==> config.mk <==
export PLATFORM = sky130hd
export DESIGN_NAME = uart_reg_bridge
export DESIGN_NICKNAME = d
export VERILOG_FILES = /design/src/rtl/uart_bridge_pkg.sv /design/src/rtl/uart_bridge_timeout.sv /design/src/rtl/uart_reg_bridge.sv
export SDC_FILE = /design/constraint.sdc
export NUM_CORES = 1
export LEC_CHECK = 0
export BUFFER_PORTS_ARGS = -buffer_cell sky130_fd_sc_hd__buf_2
export CAP_MARGIN = 0
export CORE_MARGIN = 3
export CORE_UTILIZATION = 40
export DETAILED_ROUTE_END_ITERATION = 8
export SYNTH_ARGS = -nofsm -noshare
export SYNTH_HDL_FRONTEND = slang
export SYNTH_SLANG_ARGS = --single-unit
==> constraint.sdc <==
create_clock -name clk -period 4.7 [get_ports clk]
set_clock_uncertainty 0.05 [all_clocks]
set_input_delay 0.94 -clock clk [delete_from_list [all_inputs] [get_ports clk]]
set_output_delay 0.94 -clock clk [all_outputs]
set_load 0.005 [all_outputs]
==> src/rtl/uart_bridge_pkg.sv <==
// Shared encodings for the UART-to-register bridge: FSM states, frame command
// bytes and response bytes.
package uart_bridge_pkg;

    typedef enum logic [2:0] {
        ST_IDLE,
        ST_GET_ADDR,
        ST_GET_DATA,
        ST_EXEC,
        ST_SEND
    } state_e;

    localparam logic [7:0] CMD_WRITE = 8'h57;  // 'W'
    localparam logic [7:0] CMD_READ  = 8'h52;  // 'R'
    localparam logic [7:0] RSP_ACK   = 8'h4B;  // 'K'
    localparam logic [7:0] RSP_NAK   = 8'h3F;  // '?'

    localparam int TMO_W = 17;

endpackage

==> src/rtl/uart_bridge_timeout.sv <==
// Inter-byte silence counter: counts while enabled, saturates at the limit and
// reports expiry while still enabled.
module uart_bridge_timeout
    import uart_bridge_pkg::*;
#(
    parameter int TIMEOUT_CYCLES = 120000
) (
    input  logic clk,
    input  logic rst_n,
    input  logic clear,
    input  logic enable,
    output logic expired
);

    localparam logic [TMO_W-1:0] LIMIT = TMO_W'(TIMEOUT_CYCLES);

    logic [TMO_W-1:0] count_q, count_d;

    always_comb begin
        count_d = count_q;
        if (clear) begin
            count_d = '0;
        end else if (enable && (count_q != LIMIT)) begin
            count_d = count_q + TMO_W'(1);
        end
    end

    // NOTE: sequential state uses non-blocking assignments so every register
    // samples the pre-edge values of the others.
    always_ff @(posedge clk) begin
        if (!rst_n) begin
            count_q <= '0;
        end else begin
            count_q <= count_d;
        end
    end

    assign expired = enable && (count_q == LIMIT);

endmodule

==> src/rtl/uart_reg_bridge.sv <==
// Byte-level read/write command parser between a UART and an 8-bit register
// file; every accepted frame yields exactly one response byte.
module uart_reg_bridge
    import uart_bridge_pkg::*;
#(
    parameter int TIMEOUT_CYCLES = 120000
) (
    input  logic       clk,
    input  logic       rst_n,
    input  logic       received,
    input  logic [7:0] rx_byte,
    input  logic       recv_error,
    input  logic       is_transmitting,
    output logic       transmit,
    output logic [7:0] tx_byte,
    output logic [7:0] reg_addr,
    output logic [7:0] reg_wdata,
    output logic       reg_we,
    output logic       reg_re,
    input  logic [7:0] reg_rdata,
    output logic       frame_err,
    output logic       overrun,
    output logic       busy
);

    state_e     state_q, state_d;
    logic       is_write_q, is_write_d;
    logic [7:0] addr_q, addr_d;
    logic [7:0] wdata_q, wdata_d;
    logic [7:0] tx_byte_q, tx_byte_d;
    logic       frame_err_q, frame_err_d;
    logic       overrun_q, overrun_d;
    logic       tx_sent_q, tx_sent_d;

    logic in_frame;
    logic expired;

    assign in_frame = (state_q == ST_GET_ADDR) || (state_q == ST_GET_DATA);

    uart_bridge_timeout #(
        .TIMEOUT_CYCLES(TIMEOUT_CYCLES)
    ) u_timeout (
        .clk    (clk),
        .rst_n  (rst_n),
        .clear  (received || !in_frame),
        .enable (in_frame),
        .expired(expired)
    );

    // is_transmitting may still be high from an earlier byte, so SEND only
    // leaves once our own request has been seen and the UART has gone busy.
    assign transmit  = (state_q == ST_SEND) && !is_transmitting;
    assign tx_sent_d = (state_q == ST_SEND) && (tx_sent_q || transmit);

    assign reg_we    = (state_q == ST_EXEC) && is_write_q;
    assign reg_re    = (state_q == ST_EXEC) && !is_write_q;
    assign busy      = (state_q != ST_IDLE);
    assign tx_byte   = tx_byte_q;
    assign reg_addr  = addr_q;
    assign reg_wdata = wdata_q;
    assign frame_err = frame_err_q;
    assign overrun   = overrun_q;

    // NOTE: every variable gets its hold value first so no path leaves one
    // unassigned, which would otherwise infer a latch.
    always_comb begin
        state_d     = state_q;
        is_write_d  = is_write_q;
        addr_d      = addr_q;
        wdata_d     = wdata_q;
        tx_byte_d   = tx_byte_q;
        frame_err_d = 1'b0;
        overrun_d   = overrun_q;

        unique case (state_q)
            ST_IDLE: begin
                if (received) begin
                    if (rx_byte == CMD_WRITE) begin
                        is_write_d = 1'b1;
                        state_d    = ST_GET_ADDR;
                    end else if (rx_byte == CMD_READ) begin
                        is_write_d = 1'b0;
                        state_d    = ST_GET_ADDR;
                    end else begin
                        tx_byte_d   = RSP_NAK;
                        frame_err_d = 1'b1;
                        state_d     = ST_SEND;
                    end
                end else if (recv_error) begin
                    frame_err_d = 1'b1;
                end
            end

            ST_GET_ADDR: begin
                if (received) begin
                    addr_d  = rx_byte;
                    state_d = is_write_q ? ST_GET_DATA : ST_EXEC;
                end else if (recv_error || expired) begin
                    frame_err_d = 1'b1;
                    state_d     = ST_IDLE;
                end
            end

            ST_GET_DATA: begin
                if (received) begin
                    wdata_d = rx_byte;
                    state_d = ST_EXEC;
                end else if (recv_error || expired) begin
                    frame_err_d = 1'b1;
                    state_d     = ST_IDLE;
                end
            end

            ST_EXEC: begin
                tx_byte_d = is_write_q ? RSP_ACK : reg_rdata;
                overrun_d = overrun_q || received;
                state_d   = ST_SEND;
            end

            ST_SEND: begin
                overrun_d = overrun_q || received;
                if (tx_sent_q && is_transmitting) begin
                    state_d = ST_IDLE;
                end
            end

            default: state_d = ST_IDLE;
        endcase
    end

    always_ff @(posedge clk) begin
        if (!rst_n) begin
            state_q     <= ST_IDLE;
            is_write_q  <= 1'b0;
            addr_q      <= 8'h00;
            wdata_q     <= 8'h00;
            tx_byte_q   <= 8'h00;
            frame_err_q <= 1'b0;
            overrun_q   <= 1'b0;
            tx_sent_q   <= 1'b0;
        end else begin
            state_q     <= state_d;
            is_write_q  <= is_write_d;
            addr_q      <= addr_d;
            wdata_q     <= wdata_d;
            tx_byte_q   <= tx_byte_d;
            frame_err_q <= frame_err_d;
            overrun_q   <= overrun_d;
            tx_sent_q   <= tx_sent_d;
        end
    end

endmodule

# [After elaboration in Yosys (flattened, before gate mapping)]
# Cells that the tools add are included.
[totals] regBits=48 inputBits=21 out_inout_bits=30 word_cells=73
[op_classes] add_sub_neg=1 n_eq_ne=12 mux=23 bitwise=1 n_reduce_logical=27
[ops] op="2-to-1 mux 8 bit" n=4
[ops] op="2-to-1 mux 3 bit" n=7
[ops] op="adder 17 x 1 -> 17 bit, second input constant" n=1
[ops] op="== test 17 bit, second input constant" n=1
[ops] op="!= test 17 bit, second input constant" n=1
[ops] op="== test 8 x 7 -> 1 bit, second input constant" n=2
[ops] op="case mux 8 bit (2 select lines)" n=1
[ops] op="case mux 3 bit (5 select lines)" n=1
[ops] op="2-to-1 mux 1 bit" n=9
[ops] op="logical AND 1 bit" n=7
[ops] op="== test 3 x 2 -> 1 bit, second input constant" n=2
[ops] op="!= test 2 bit, second input constant" n=3
[ops] op="AND reduction 2 bit" n=3
[ops] op="OR reduction 2 bit" n=3
[ops] op="logical OR 1 bit" n=5
[ops] op="AND reduction 4 bit" n=1
[ops] op="nonzero test 2 bit" n=2
[ops] op="== test 3 x 1 -> 1 bit, second input constant" n=1
[ops] op="== test 3 bit, second input constant" n=1
[ops] op="logical NOT 1 bit" n=3
[ops] op="logical NOT 3 bit" n=1
[ops] op="AND reduction 3 bit" n=1
[ops] op="nonzero test 3 bit" n=1
[ops] op="!= test 2 x 1 -> 1 bit, second input constant" n=1
[ops] op="2 further kinds" n=2

# [Depth between registers and ports, before layout]
[logic_depth] word_depth=7 mapped_depth=6 depth_no_buf=6

# [Hierarchy]
# Synthesis repeated with hierarchy kept, for this count alone.
[unflattened] hier_cells=249 hier_area_um2=2214.6
[by_module_without_submodules] mod="uart_reg_bridge" instances=1 cells_per_inst=149 area_per_inst_um2=1342.5 seq_area_each_um2=620.6
[by_module_without_submodules] mod="uart_bridge_timeout" instances=1 cells_per_inst=100 area_per_inst_um2=872.1 seq_area_each_um2=340.3

# [Worst setup path after synthesis]
# OpenSTA, ideal clock, no wires.
[synth_path] kind="input port to flip-flop" start="input port rst_n" end="register u_timeout.count_q[1]" setup_time_ns=0.087 t_arrival_ns=2.053 required_ns=4.563 slack_ns=2.510 stages=5 n_path_buf=1 path_cell_list="clkbuf_1 or3b_2 nor2_1 nand2_1 o31ai_1"
[synth_between] elab_chain_cells=2
[synth_lines] item="start, declared" line="uart_reg_bridge.sv:9" source="input logic rst_n,"
[synth_lines] item="inverter 1 bit (no source line)"
[synth_lines] item="OR reduction 2 bit (no source line)"
[synth_lines] item="end signal, assigned" line="uart_bridge_timeout.sv:34" source="count_q <= count_d;"
[synth_lines] item="end, declared" line="uart_bridge_timeout.sv:17" source="logic [TMO_W-1:0] count_q, count_d;"
# Every way passes these cells.
# A chain may end at the register's enable or synchronous reset.

# [Final worst setup path]
[layout_path] start="register state_q[2]" end="output port reg_re"
[layout_between] elab_chain_cells=2
[layout_lines] item="start, declared" line="uart_reg_bridge.sv:26" source="state_e state_q, state_d;"
[layout_lines] item="start signal, assigned" line="uart_reg_bridge.sv:142" source="state_q <= state_d;"
[layout_lines] item="== test 3 x 2 -> 1 bit" line="uart_reg_bridge.sv:56" source="assign reg_re = (state_q == ST_EXEC) && !is_write_q;"
[layout_lines] item="logical AND 1 bit" line="uart_reg_bridge.sv:56"
[layout_lines] item="end, declared" line="uart_reg_bridge.sv:19" source="output logic reg_re,"
# Every way passes these cells.

==> flow_summary.ini <==
[routing]
via_per_inst = 5.22
vias = 1886
drt_iter0_markers = 135
first_pass_iters = 4
routedWlPerCell_um = 13.1
finalWirelength_um = 4740
drc = 0
ant_nets = 0

[floorplan]
row_count = 26
start_util_pct = 41.8
die-area_um2 = 6290
die-height_um = 79.3
design.core.area_um2 = 5140
die_w_um = 79.3
ios = 51

[yosys]
synth-edff-count = 0
ys_seq_area_share_pct = 44.7
synth.distinct_cells = 46
yosysWarnings = 0
synthCells = 245
syn_area_per_cell_um2 = 8.78
synth_ff_type = dfxtp_1
async_flop_share_pct = 0
syn-num-nets = 268
syn_area_um2 = 2150
synth-seq-cells = 48

[clock_tree]
cts_hold_buf = 0
cts-root-buf = clkbuf_8
postCtsSetupRepairBufs = 0
clock_latency_ps = 290
clkTransAtPathRegs_ps = 90
htree_num_levels = 2
postCtsResizedCells = 0
tritoncts = yes
numCtsBuffers = 5
cts.sinks = 48
cts_buffer_depth = 2

[global_route]
globalRouteMet2Util_pct = 27.4
grt_use_total_pct = 16.3
grtUsageMet3_pct = 3.85
grt_pass1_vias = 1893
grt_antenna_before_repair = 0
grt_remaining_overflow = 0
grt_busiest_layer = met2
grt_max_degree = 20
met1_usage_pct = 21.1
grt_pass1_wl_um = 8470

[finish]
seq_area_um2 = 961
multi_input_area_um2 = 1100
layout-drive-gt1-share_pct = 23.7
layout_common_cells = buf_2 (50), dfxtp_1 (48), nand2_1 (25)
final_nets = 313
area_delta_synth_final_pct = 18.7
nFillCells = 552
final_common_cell = buf_2
n_antenna_cell = 0

[timing]
worst_slew_pin_slew_ps = 614
fin_crit_sh_pct = 57.2
max_freq_mhz = 372
min_period_ps = 2690
drv_slew = 0
finalSetupViolCount = 0
slew_headroom_pct = 58.9
finalHoldViolCount = 0
fin_ws_ps = 2010
grt_setup_unrepaired = false
setup_tns_ps = 0

[power_and_ir_drop]
vdd_drop_max_uv = 195
total_power_uw = 765
powerDensity_nw_per_um2 = 300
power.leakage_nw = 0.956

[worst_setup_path]
path_class = flop to output pin
cp-start-kind = flop
arrival_ps = 1700
cp_max_fo = 15
crit_required_ps = 3710
endpoint_kind = output pin

[placed_design]
place.gp.congestion = 0.758
port_buffers = 50
dpl.hpwl_um = 3440
place_worst_setup_slack_ps = 2230

[outcome]
status = finished, final reports clean

[hold_path]
hp-class = flop to flop

[job]
cap_viol_max_count = 0
-- where the power goes --
| group | internal [mW] | switching [mW] |
|---|---|---|
| sequential | 0.414 | 0.00584 |
| clock | 0.160 | 0.141 |
| combinational | 0.0216 | 0.0227 |
| total | 0.596 | 0.170 |
-- sequential cells by signal (all words and copies together) (netlist names) --
register,flops
u_timeout.count_q,17
tx_sent_q,1
frame_err,1
state_q,3
reg_wdata,8
overrun,1
is_write_q,1
tx_byte,8
reg_addr,8
-- through the flow --
| stage | hold WS, ps | instance area [µm²] | std cells | util [%] |
|---|---|---|---|---|
| 6_report | 412 | 2550 | 361 | 49.7 |
| 5_1_grt | 436 | 2550 | 361 | 49.7 |
| 4_1_cts | 415 | 2550 | 361 | 49.7 |
| 3_5_place_dp | 399 | 2440 | 353 | 47.4 |
| 3_3_place_gp | 392 | 2440 | 353 | 47.4 |
| 2_1_floorplan | 402 | 2150 | 245 | - |
-- critical path: stages (launching register included) --
cell and delay, ps:
dfxtp_1 600, nand3b_1 360, nand2b_1 250, inv_1 70, buf_2 130
-- cell families (layout without fill, tap and decap cells) --
| group | after synthesis | after routing | synth area share [%] |
|---|---|---|---|
| and+or+nand+nor | 100 | 100 | 25.7 |
| AOI/OAI and AO/OA | 59 | 59 | 17.5 |
| DFF | 48 | 48 | 44.7 |
| buffers and inverters | 21 | 67 | 3.96 |
| muxes | 9 | 9 | 4.25 |
| xor gates and xnor gates | 6 | 6 | 2.79 |
| adders and majority gates | 2 | 2 | 1.16 |
-- final cells by class --
class,instances,share of cell area [%]
clock inverters,3,1.86
well taps,70,3.43
repair buffers,50,9.80
inverters,9,1.32
clock buffers,5,2.69
multi-input cells,176,43.3
flip-flops and latches,48,37.6
-- final timing paths --
check / start / cells past startpoint / slack [ps] / end
worst max-delay path: state_q[2]$_SDFFE_PN0P_ / 4 / 2010 / reg_re
worst min-delay path: reg_wdata[7]$_SDFFE_PN0P_ / 2 / 410 / reg_wdata[7]$_SDFFE_PN0P_
worst max register to register: state_q[1]$_SDFFE_PN0P_ / 4 / 2490 / u_timeout.count_q[15]$_SDFFE_PP0P_
worst min register to register: reg_wdata[7]$_SDFFE_PN0P_ / 2 / 410 / reg_wdata[7]$_SDFFE_PN0P_
-- Yosys cell counts (all sizes together), types with 2 or more instances --
| library cell | n | share of area, % |
|---|---|---|
| inv | 8 | 1.4 |
| ha | 2 | 1.2 |
| a21oi | 24 | 5.6 |
| or4 | 5 | 1.7 |
| nand2 | 25 | 4.4 |
| clkbuf | 9 | 1.6 |
| nand4 | 6 | 1.7 |
| or3b | 2 | 0.81 |
| a21o | 3 | 1.0 |
| nand3 | 10 | 2.3 |
| xnor2 | 6 | 2.8 |
| mux2i | 8 | 3.7 |
| o311ai | 2 | 0.81 |
| o31ai | 3 | 1.0 |
| o21ai | 13 | 3.0 |
| nor4 | 2 | 1.3 |
| o21a | 2 | 0.70 |
| o221a | 3 | 1.6 |
| nor2 | 20 | 3.5 |
| and2 | 2 | 0.58 |
| o211a | 3 | 1.4 |
| nor4b | 3 | 1.2 |
| nor3 | 3 | 0.70 |
| nand4b | 4 | 1.6 |
| buf | 3 | 0.81 |
| and4 | 2 | 0.81 |
| or3 | 9 | 2.6 |
| dfxtp | 48 | 45 |
-- layer usage --
| layer | part of all wire [%] | vias to the layer above |
|---|---|---|
| li1 | - | 973 |
| met1 | 48 | 876 |
| met2 | 47 | 35 |
| met3 | 4.8 | 2 |
| met4 | 0.59 | 0 |
| met5 | 0 | - |
Note: power is estimated with default switching activity, not from simulation.
